==> src/rtl/nubus_mem_master_if.sv <==
// Bundles the command, memory-access and response channels of nubus_mem_master.
// The master modport is the controller's view; the slave modport is the agent/responder side.
interface nubus_mem_master_if;
  logic        cmd_valid;
  logic        cmd_ready;
  logic [31:0] cmd_addr;
  logic [31:0] cmd_wdata;
  logic [3:0]  cmd_wstrb;

  logic        mem_valid;
  logic [31:0] mem_addr;
  logic [31:0] mem_wdata;
  logic [3:0]  mem_wstrb;
  logic [31:0] mem_rdata;
  logic        mem_ready;

  logic        rsp_valid;
  logic        rsp_ready;
  logic [31:0] rsp_rdata;
  logic        rsp_write;
  logic        rsp_error;

  modport master (
    input  cmd_valid, cmd_addr, cmd_wdata, cmd_wstrb,
    output cmd_ready,
    output mem_valid, mem_addr, mem_wdata, mem_wstrb,
    input  mem_rdata, mem_ready,
    output rsp_valid, rsp_rdata, rsp_write, rsp_error,
    input  rsp_ready
  );

  modport slave (
    output cmd_valid, cmd_addr, cmd_wdata, cmd_wstrb,
    input  cmd_ready,
    input  mem_valid, mem_addr, mem_wdata, mem_wstrb,
    output mem_rdata, mem_ready,
    input  rsp_valid, rsp_rdata, rsp_write, rsp_error,
    output rsp_ready
  );
endinterface

==> src/rtl/nubus_mem_master.sv <==
// Single-outstanding memory master: accepts one command, runs one word access with
// a wait-state timeout, then holds the response until the agent consumes it.
module nubus_mem_master #(
  parameter int unsigned TIMEOUT_CLOCKS = 255
) (
  input  logic                 mem_clk,
  input  logic                 mem_reset,
  nubus_mem_master_if.master   bus,
  output logic [7:0]           err_count
);

  typedef enum logic [1:0] {
    IDLE   = 2'd0,
    ACCESS = 2'd1,
    RESP   = 2'd2
  } state_t;

  state_t      state_q, state_d;
  logic [31:0] addr_q, addr_d;
  logic [31:0] wdata_q, wdata_d;
  logic [3:0]  wstrb_q, wstrb_d;
  logic [7:0]  wait_cnt_q, wait_cnt_d;
  logic [31:0] rdata_q, rdata_d;
  logic        error_q, error_d;
  logic [7:0]  err_cnt_q, err_cnt_d;

  logic [31:0] lane_rdata;
  logic        timeout_hit;

  // Strobed lanes are not driven by the responder, so they read back as zero.
  for (genvar gi = 0; gi < 4; gi++) begin : g_lane
    assign lane_rdata[8*gi +: 8] = wstrb_q[gi] ? 8'h00 : bus.mem_rdata[8*gi +: 8];
  end

  assign timeout_hit = (({1'b0, wait_cnt_q} + 9'd1) == 9'(TIMEOUT_CLOCKS));

  always_ff @(posedge mem_clk) begin
    if (mem_reset) begin
      state_q    <= IDLE;
      addr_q     <= '0;
      wdata_q    <= '0;
      wstrb_q    <= '0;
      wait_cnt_q <= '0;
      rdata_q    <= '0;
      error_q    <= 1'b0;
      err_cnt_q  <= '0;
    end else begin
      state_q    <= state_d;
      addr_q     <= addr_d;
      wdata_q    <= wdata_d;
      wstrb_q    <= wstrb_d;
      wait_cnt_q <= wait_cnt_d;
      rdata_q    <= rdata_d;
      error_q    <= error_d;
      err_cnt_q  <= err_cnt_d;
    end
  end

  always_comb begin
    state_d    = state_q;
    addr_d     = addr_q;
    wdata_d    = wdata_q;
    wstrb_d    = wstrb_q;
    wait_cnt_d = wait_cnt_q;
    rdata_d    = rdata_q;
    error_d    = error_q;
    err_cnt_d  = err_cnt_q;
    case (state_q)
      IDLE: begin
        if (bus.cmd_valid) begin
          addr_d     = {bus.cmd_addr[31:2], 2'b00};
          wdata_d    = bus.cmd_wdata;
          wstrb_d    = bus.cmd_wstrb;
          wait_cnt_d = '0;
          state_d    = ACCESS;
        end
      end
      ACCESS: begin
        // A late acknowledge on the timeout edge still counts as a normal completion.
        if (bus.mem_ready) begin
          rdata_d = lane_rdata;
          error_d = 1'b0;
          state_d = RESP;
        end else if (timeout_hit) begin
          rdata_d = '0;
          error_d = 1'b1;
          if (err_cnt_q != 8'hFF) begin
            err_cnt_d = err_cnt_q + 8'd1;
          end
          state_d = RESP;
        end else begin
          wait_cnt_d = wait_cnt_q + 8'd1;
        end
      end
      RESP: begin
        if (bus.rsp_ready) begin
          state_d = IDLE;
        end
      end
      default: state_d = IDLE;
    endcase
  end

  always_comb begin
    bus.cmd_ready = (state_q == IDLE);
    bus.mem_valid = (state_q == ACCESS);
    bus.rsp_valid = (state_q == RESP);
    bus.mem_addr  = addr_q;
    bus.mem_wdata = wdata_q;
    bus.mem_wstrb = wstrb_q;
    bus.rsp_rdata = rdata_q;
    bus.rsp_write = (wstrb_q != 4'b0000);
    bus.rsp_error = error_q;
    err_count     = err_cnt_q;
  end

endmodule
==> src/flat_wrapper.sv <==
// flat-port wrapper written by rule: the top's interface ports become plain ports
module nubus_mem_master_flat 
#(
  parameter int unsigned TIMEOUT_CLOCKS = 255
)
  (mem_clk, mem_reset, err_count, bus_cmd_valid, bus_cmd_addr, bus_cmd_wdata, bus_cmd_wstrb, bus_cmd_ready, bus_mem_valid, bus_mem_addr, bus_mem_wdata, bus_mem_wstrb, bus_mem_rdata, bus_mem_ready, bus_rsp_valid, bus_rsp_rdata, bus_rsp_write, bus_rsp_error, bus_rsp_ready);
  nubus_mem_master_if bus_i ();
  input  logic mem_clk;
  input  logic mem_reset;
  output logic [7:0] err_count;
  input wire logic [$bits(bus_i.cmd_valid)-1:0] bus_cmd_valid;
  input wire logic [$bits(bus_i.cmd_addr)-1:0] bus_cmd_addr;
  input wire logic [$bits(bus_i.cmd_wdata)-1:0] bus_cmd_wdata;
  input wire logic [$bits(bus_i.cmd_wstrb)-1:0] bus_cmd_wstrb;
  output wire logic [$bits(bus_i.cmd_ready)-1:0] bus_cmd_ready;
  output wire logic [$bits(bus_i.mem_valid)-1:0] bus_mem_valid;
  output wire logic [$bits(bus_i.mem_addr)-1:0] bus_mem_addr;
  output wire logic [$bits(bus_i.mem_wdata)-1:0] bus_mem_wdata;
  output wire logic [$bits(bus_i.mem_wstrb)-1:0] bus_mem_wstrb;
  input wire logic [$bits(bus_i.mem_rdata)-1:0] bus_mem_rdata;
  input wire logic [$bits(bus_i.mem_ready)-1:0] bus_mem_ready;
  output wire logic [$bits(bus_i.rsp_valid)-1:0] bus_rsp_valid;
  output wire logic [$bits(bus_i.rsp_rdata)-1:0] bus_rsp_rdata;
  output wire logic [$bits(bus_i.rsp_write)-1:0] bus_rsp_write;
  output wire logic [$bits(bus_i.rsp_error)-1:0] bus_rsp_error;
  input wire logic [$bits(bus_i.rsp_ready)-1:0] bus_rsp_ready;
  assign bus_i.cmd_valid = bus_cmd_valid;
  assign bus_i.cmd_addr = bus_cmd_addr;
  assign bus_i.cmd_wdata = bus_cmd_wdata;
  assign bus_i.cmd_wstrb = bus_cmd_wstrb;
  assign bus_cmd_ready = bus_i.cmd_ready;
  assign bus_mem_valid = bus_i.mem_valid;
  assign bus_mem_addr = bus_i.mem_addr;
  assign bus_mem_wdata = bus_i.mem_wdata;
  assign bus_mem_wstrb = bus_i.mem_wstrb;
  assign bus_i.mem_rdata = bus_mem_rdata;
  assign bus_i.mem_ready = bus_mem_ready;
  assign bus_rsp_valid = bus_i.rsp_valid;
  assign bus_rsp_rdata = bus_i.rsp_rdata;
  assign bus_rsp_write = bus_i.rsp_write;
  assign bus_rsp_error = bus_i.rsp_error;
  assign bus_i.rsp_ready = bus_rsp_ready;
  nubus_mem_master #(.TIMEOUT_CLOCKS(TIMEOUT_CLOCKS)) u_core (.mem_clk(mem_clk), .mem_reset(mem_reset), .bus(bus_i), .err_count(err_count));
endmodule
==> config.mk <==
export PLATFORM = sky130hd
export DESIGN_NAME = nubus_mem_master_flat
export DESIGN_NICKNAME = d
export VERILOG_FILES = /design/src/rtl/nubus_mem_master_if.sv /design/src/rtl/nubus_mem_master.sv /design/src/flat_wrapper.sv
export SDC_FILE = /design/constraint.sdc
export NUM_CORES = 1
export LEC_CHECK = 0
export ABC_AREA = 1
export CAP_MARGIN = 30
export CORE_ASPECT_RATIO = 1.25
export CORE_MARGIN = 3
export CORE_UTILIZATION = 38
export CTS_CLUSTER_DIAMETER = 120
export DETAILED_ROUTE_END_ITERATION = 10
export PLACE_DENSITY = 0.81
export SYNTH_ARGS = -nofsm -noshare
export SYNTH_HDL_FRONTEND = slang
export SYNTH_SLANG_ARGS = --single-unit
export TNS_END_PERCENT = 50
==> constraint.sdc <==
create_clock -name mem_clk -period 1.7 [get_ports mem_clk]
set_input_delay 0.34 -clock mem_clk [delete_from_list [all_inputs] [get_ports mem_clk]]
set_output_delay 0.34 -clock mem_clk [all_outputs]
set_load 0.01 [all_outputs]
==> impl_results.md, run 1 <==
* Final WS setup at -0.0008992 ns
* P_int at 0.005977 W
* Power density over cell area at 1011 mW/mm^2
* Failing checks: negative setup slack
* Cell area after synthesis at 0.004775 sq mm
* GRT overflow at 0
* R2R setup slack at 0.03 ns
* Layout area overhead at 66.27%
* Setup TNS at -0.0008992 ns
* Clk_skew at 0.01068 ns
* Min-Delay Path Class: register to register
* Final-report hold violation count at 0
* First-pass GRT wire length at 22020 um
* Clock power frac at 43.3%
* Layout Cells excl Fill at 1027
* Average cell area after synthesis at 7.664 sq um
* Gr usage total at 19.26%
* DR WL/cell at 13.47 um
* Critical Path Sink Type: output port
* Leakage power at 3.202 nW
* Core Area at 0.01222 sq mm
* Post-DP HPWL at 9838 um
* Initial core utilization at 39.08%
* RR Endpoint: u_core.bus.rsp_rdata[19]$_SDFFE_PP0P_
* Layout cell share with drive strength beyond 1 at 14.95%
* Sequential group share of total power at 38.4%
* Switch Pwr at 0.002049 W
* Yosys cell types at 32
* Worst R2R Start: u_core.wait_cnt_q[1]$_SDFFE_PP0P_
* H-tree Lvls at 4
* Crit path arrival time at 1.36 ns
* GPL Wtd Cong at 0.8218
* Required @ worst endpoint at 1.36 ns
* Main flop type after synthesis: dfxtp_1
* Hold buffers post-CTS at 0
* Worst-path clk slew at 0.05 ns
* Status: finished with violations
* Sequential-to-total area share from yosys stat at 49.06%
* Via count at 4851
* Die span in y at 131.3 um
* RSZ-0062 raised after global routing: yes
* Port Buffers at 213
* Reg2Reg Depth at 10
* Largest area contributor in the netlist: dfxtp_1
* Inst Count DP at 992
* Clock Sinks at 117
* YS warnings at 0
* Final Max Slew Viols at 0
* Die ar. at 0.01395 sq mm
* Total wire length at 13840 um
* Maximum clock path buffer count at 2
* Tmin final at 1.701 ns
* Hold EP: u_core.bus.rsp_error$_SDFFE_PP0P_
* Post-synth EDFFs at 0
* Final ANT Viol Nets at 0
* Final setup fails at 1
* Number of global-route vias before repair at 4577
* Largest net degree at the start of global routing at 52
* Most frequent cells after synthesis: nor2_1, dfxtp_1, nand2_1
* Number of synthesized register bits at 117
* CP max FO at 2
* DRC at 0
* CP Launch Type: register
* Final nets at 958
* Top cells by area, synth: dfxtp_1, nor2_1, o21ai_0, nand2_1, a21oi_1
* Initial antenna violation count at 1
* FP Rows at 45
* Pre-Repair DR Iteration Count at 4
* Top-area cell type share of the netlist area at 49.06%
* Setup CP Type: register to output port
* Diodes inserted at 0
* Via density at 4.723
* Most common cell in the netlist: nor2_1
* Ys async rst share at 0%
* CTS Buf Count at 17
* Sw frac at 25.53%
* TritonCTS clock tree: yes
* Gate Count Post-Synth at 623
* # IOs at 218
* Max Cap Viol at 0
* Peak VDD IR at 616.2 uV
* Clock Latency Late Sink at 0.40 ns
* Die Span X at 106.3 um
* CTS root buf: clkbuf_16
* Hold path depth at 2
* Initial DRC count at 228
* Fmax at 0.5879 GHz
* Hold Path Origin: u_core.bus.rsp_error$_SDFFE_PP0P_
* Comb pwr share at 18.4%
* Period utilization at 100.1%
==> repair_timing <==
action	in CTS	in global routing
gates resized for setup	20	35
setup endpoints to repair	28	55
cloned	0	2
pin swaps	0	5
setup buffers	0	1
==> worst max-delay path by stage <==
stage	start	endpoint	slack [ns]	cells past startpoint
6_report	u_core.bus.mem_wstrb[2]$_SDFFE_PP0P_	bus_rsp_write	-0.0009	2
5_1_grt	u_core.wait_cnt_q[1]$_SDFFE_PP0P_	u_core.bus.rsp_rdata[19]$_SDFFE_PP0P_	-0.04	11
4_1_cts	u_core.bus.mem_wstrb[2]$_SDFFE_PP0P_	bus_rsp_write	-0.01	2
3_5_place_dp	bus_mem_ready	u_core.wait_cnt_q[6]$_SDFFE_PP0P_	-0.07	9
3_3_place_gp	bus_mem_ready	u_core.wait_cnt_q[5]$_SDFFE_PP0P_	-0.06	9
2_1_floorplan	u_core.wait_cnt_q[1]$_SDFFE_PP0P_	u_core.bus.rsp_rdata[23]$_SDFFE_PP0P_	0.05	11
==> flip-flops by register name (all words and copies together) (netlist names) <==
name,count
u_core.bus.rsp_rdata,32
u_core.wait_cnt_q,8
u_core.bus.rsp_error,1
u_core.bus.mem_wdata,32
u_core.err_count,8
u_core.bus.mem_wstrb,4
u_core.bus.mem_addr,30
u_core.state_q,2
==> layout make-up <==
cell class	instances	area (sq um)
clock buffers	20	456.7
well taps	164	205.2
repair buffers	244	2467
clock inverters	12	127.6
flip-flops and latches	117	2349
inverters	26	102.6
multi-input cells	444	2231
fillers	1041	4279
==> layout by cell type, fill, tap and decap left out, types with 3 or more instances in the layout <==
| master | n |
|---|---|
| clkdlybuf4s50_1 | 196 |
| nor2_1 | 165 |
| dfxtp_1 | 112 |
| nand2_1 | 70 |
| o21ai_0 | 66 |
| a21oi_1 | 40 |
| nand3_1 | 29 |
| buf_4 | 21 |
| clkbuf_16 | 19 |
| inv_1 | 18 |
| nand3_2 | 18 |
| dlygate4sd2_1 | 11 |
| nand2_2 | 9 |
| nor2_2 | 8 |
| nand4_1 | 8 |
| nor2_4 | 6 |
| xor2_1 | 6 |
| buf_12 | 6 |
| inv_2 | 5 |
| dfxtp_2 | 5 |
| clkinv_2 | 4 |
| clkinvlp_4 | 4 |
| dlymetal6s2s_1 | 3 |
| buf_6 | 3 |
==> per-layer routing <==
metal | routed length (um) | part of all wire [%] | global-route usage (%) | vias to the layer above
met3 | 1212 | 8.8 | 7.125 | 25
met4 | 286 | 2.1 | 6.983 | 2
met2 | 6734 | 49 | 32.21 | 180
met1 | 5588 | 40 | 22.39 | 2167
li1 | - | - | - | 2477
met5 | 13 | 0.094 | 0 | -
==> cell families after synthesis <==
family	after synthesis	synth area share [%]
AOI/OAI and AO/OA	113	12.21
xor gates and xnor gates	6	1.101
adders and majority gates	3	0.7862
buffers and inverters	63	5.817
DFF	117	49.06
other	1	0.07854
and+or+nand+nor	320	30.95
==> critical path, stage by stage, from the launching register on <==
cell,delay [ns]
dfxtp_1,0.30
or4_4,0.52
buf_6,0.14
==> power groups by stage <==
stage | clock (W) | combinational (W) | sequential [W]
2_1_floorplan | 0 | 0.000534 | 0.00322
3_3_place_gp | 0 | 0.00145 | 0.00312
3_5_place_dp | 0 | 0.00147 | 0.00313
4_1_cts | 0.00356 | 0.00146 | 0.00307
5_1_grt | 0.00369 | 0.00162 | 0.00310
6_report | 0.00347 | 0.00147 | 0.00308
==> stage by stage <==
stage	hold slack [ns]	setup slack [ns]	power [W]	cell area, sq um	utilization [%]
after floorplan	0.4826	0.05340	0.003754	4778	-
after global placement	0.4460	-0.05506	0.004570	7223	59.12
after detailed placement	0.4526	-0.07060	0.004593	7223	59.12
after CTS	0.4621	-0.01478	0.008097	7796	63.81
after global routing	0.4884	-0.04456	0.008410	7939	64.98
final	0.4611	-0.0008992	0.008026	7939	64.98
Power figures use the tool's default switching activity.
==> inputs of run 2 (changes only) <==
Settings changed: CAP_MARGIN 30 to 40.
==> results of run 2 <==
No change in the layout: final DEF, timing and power equal those of run 1.
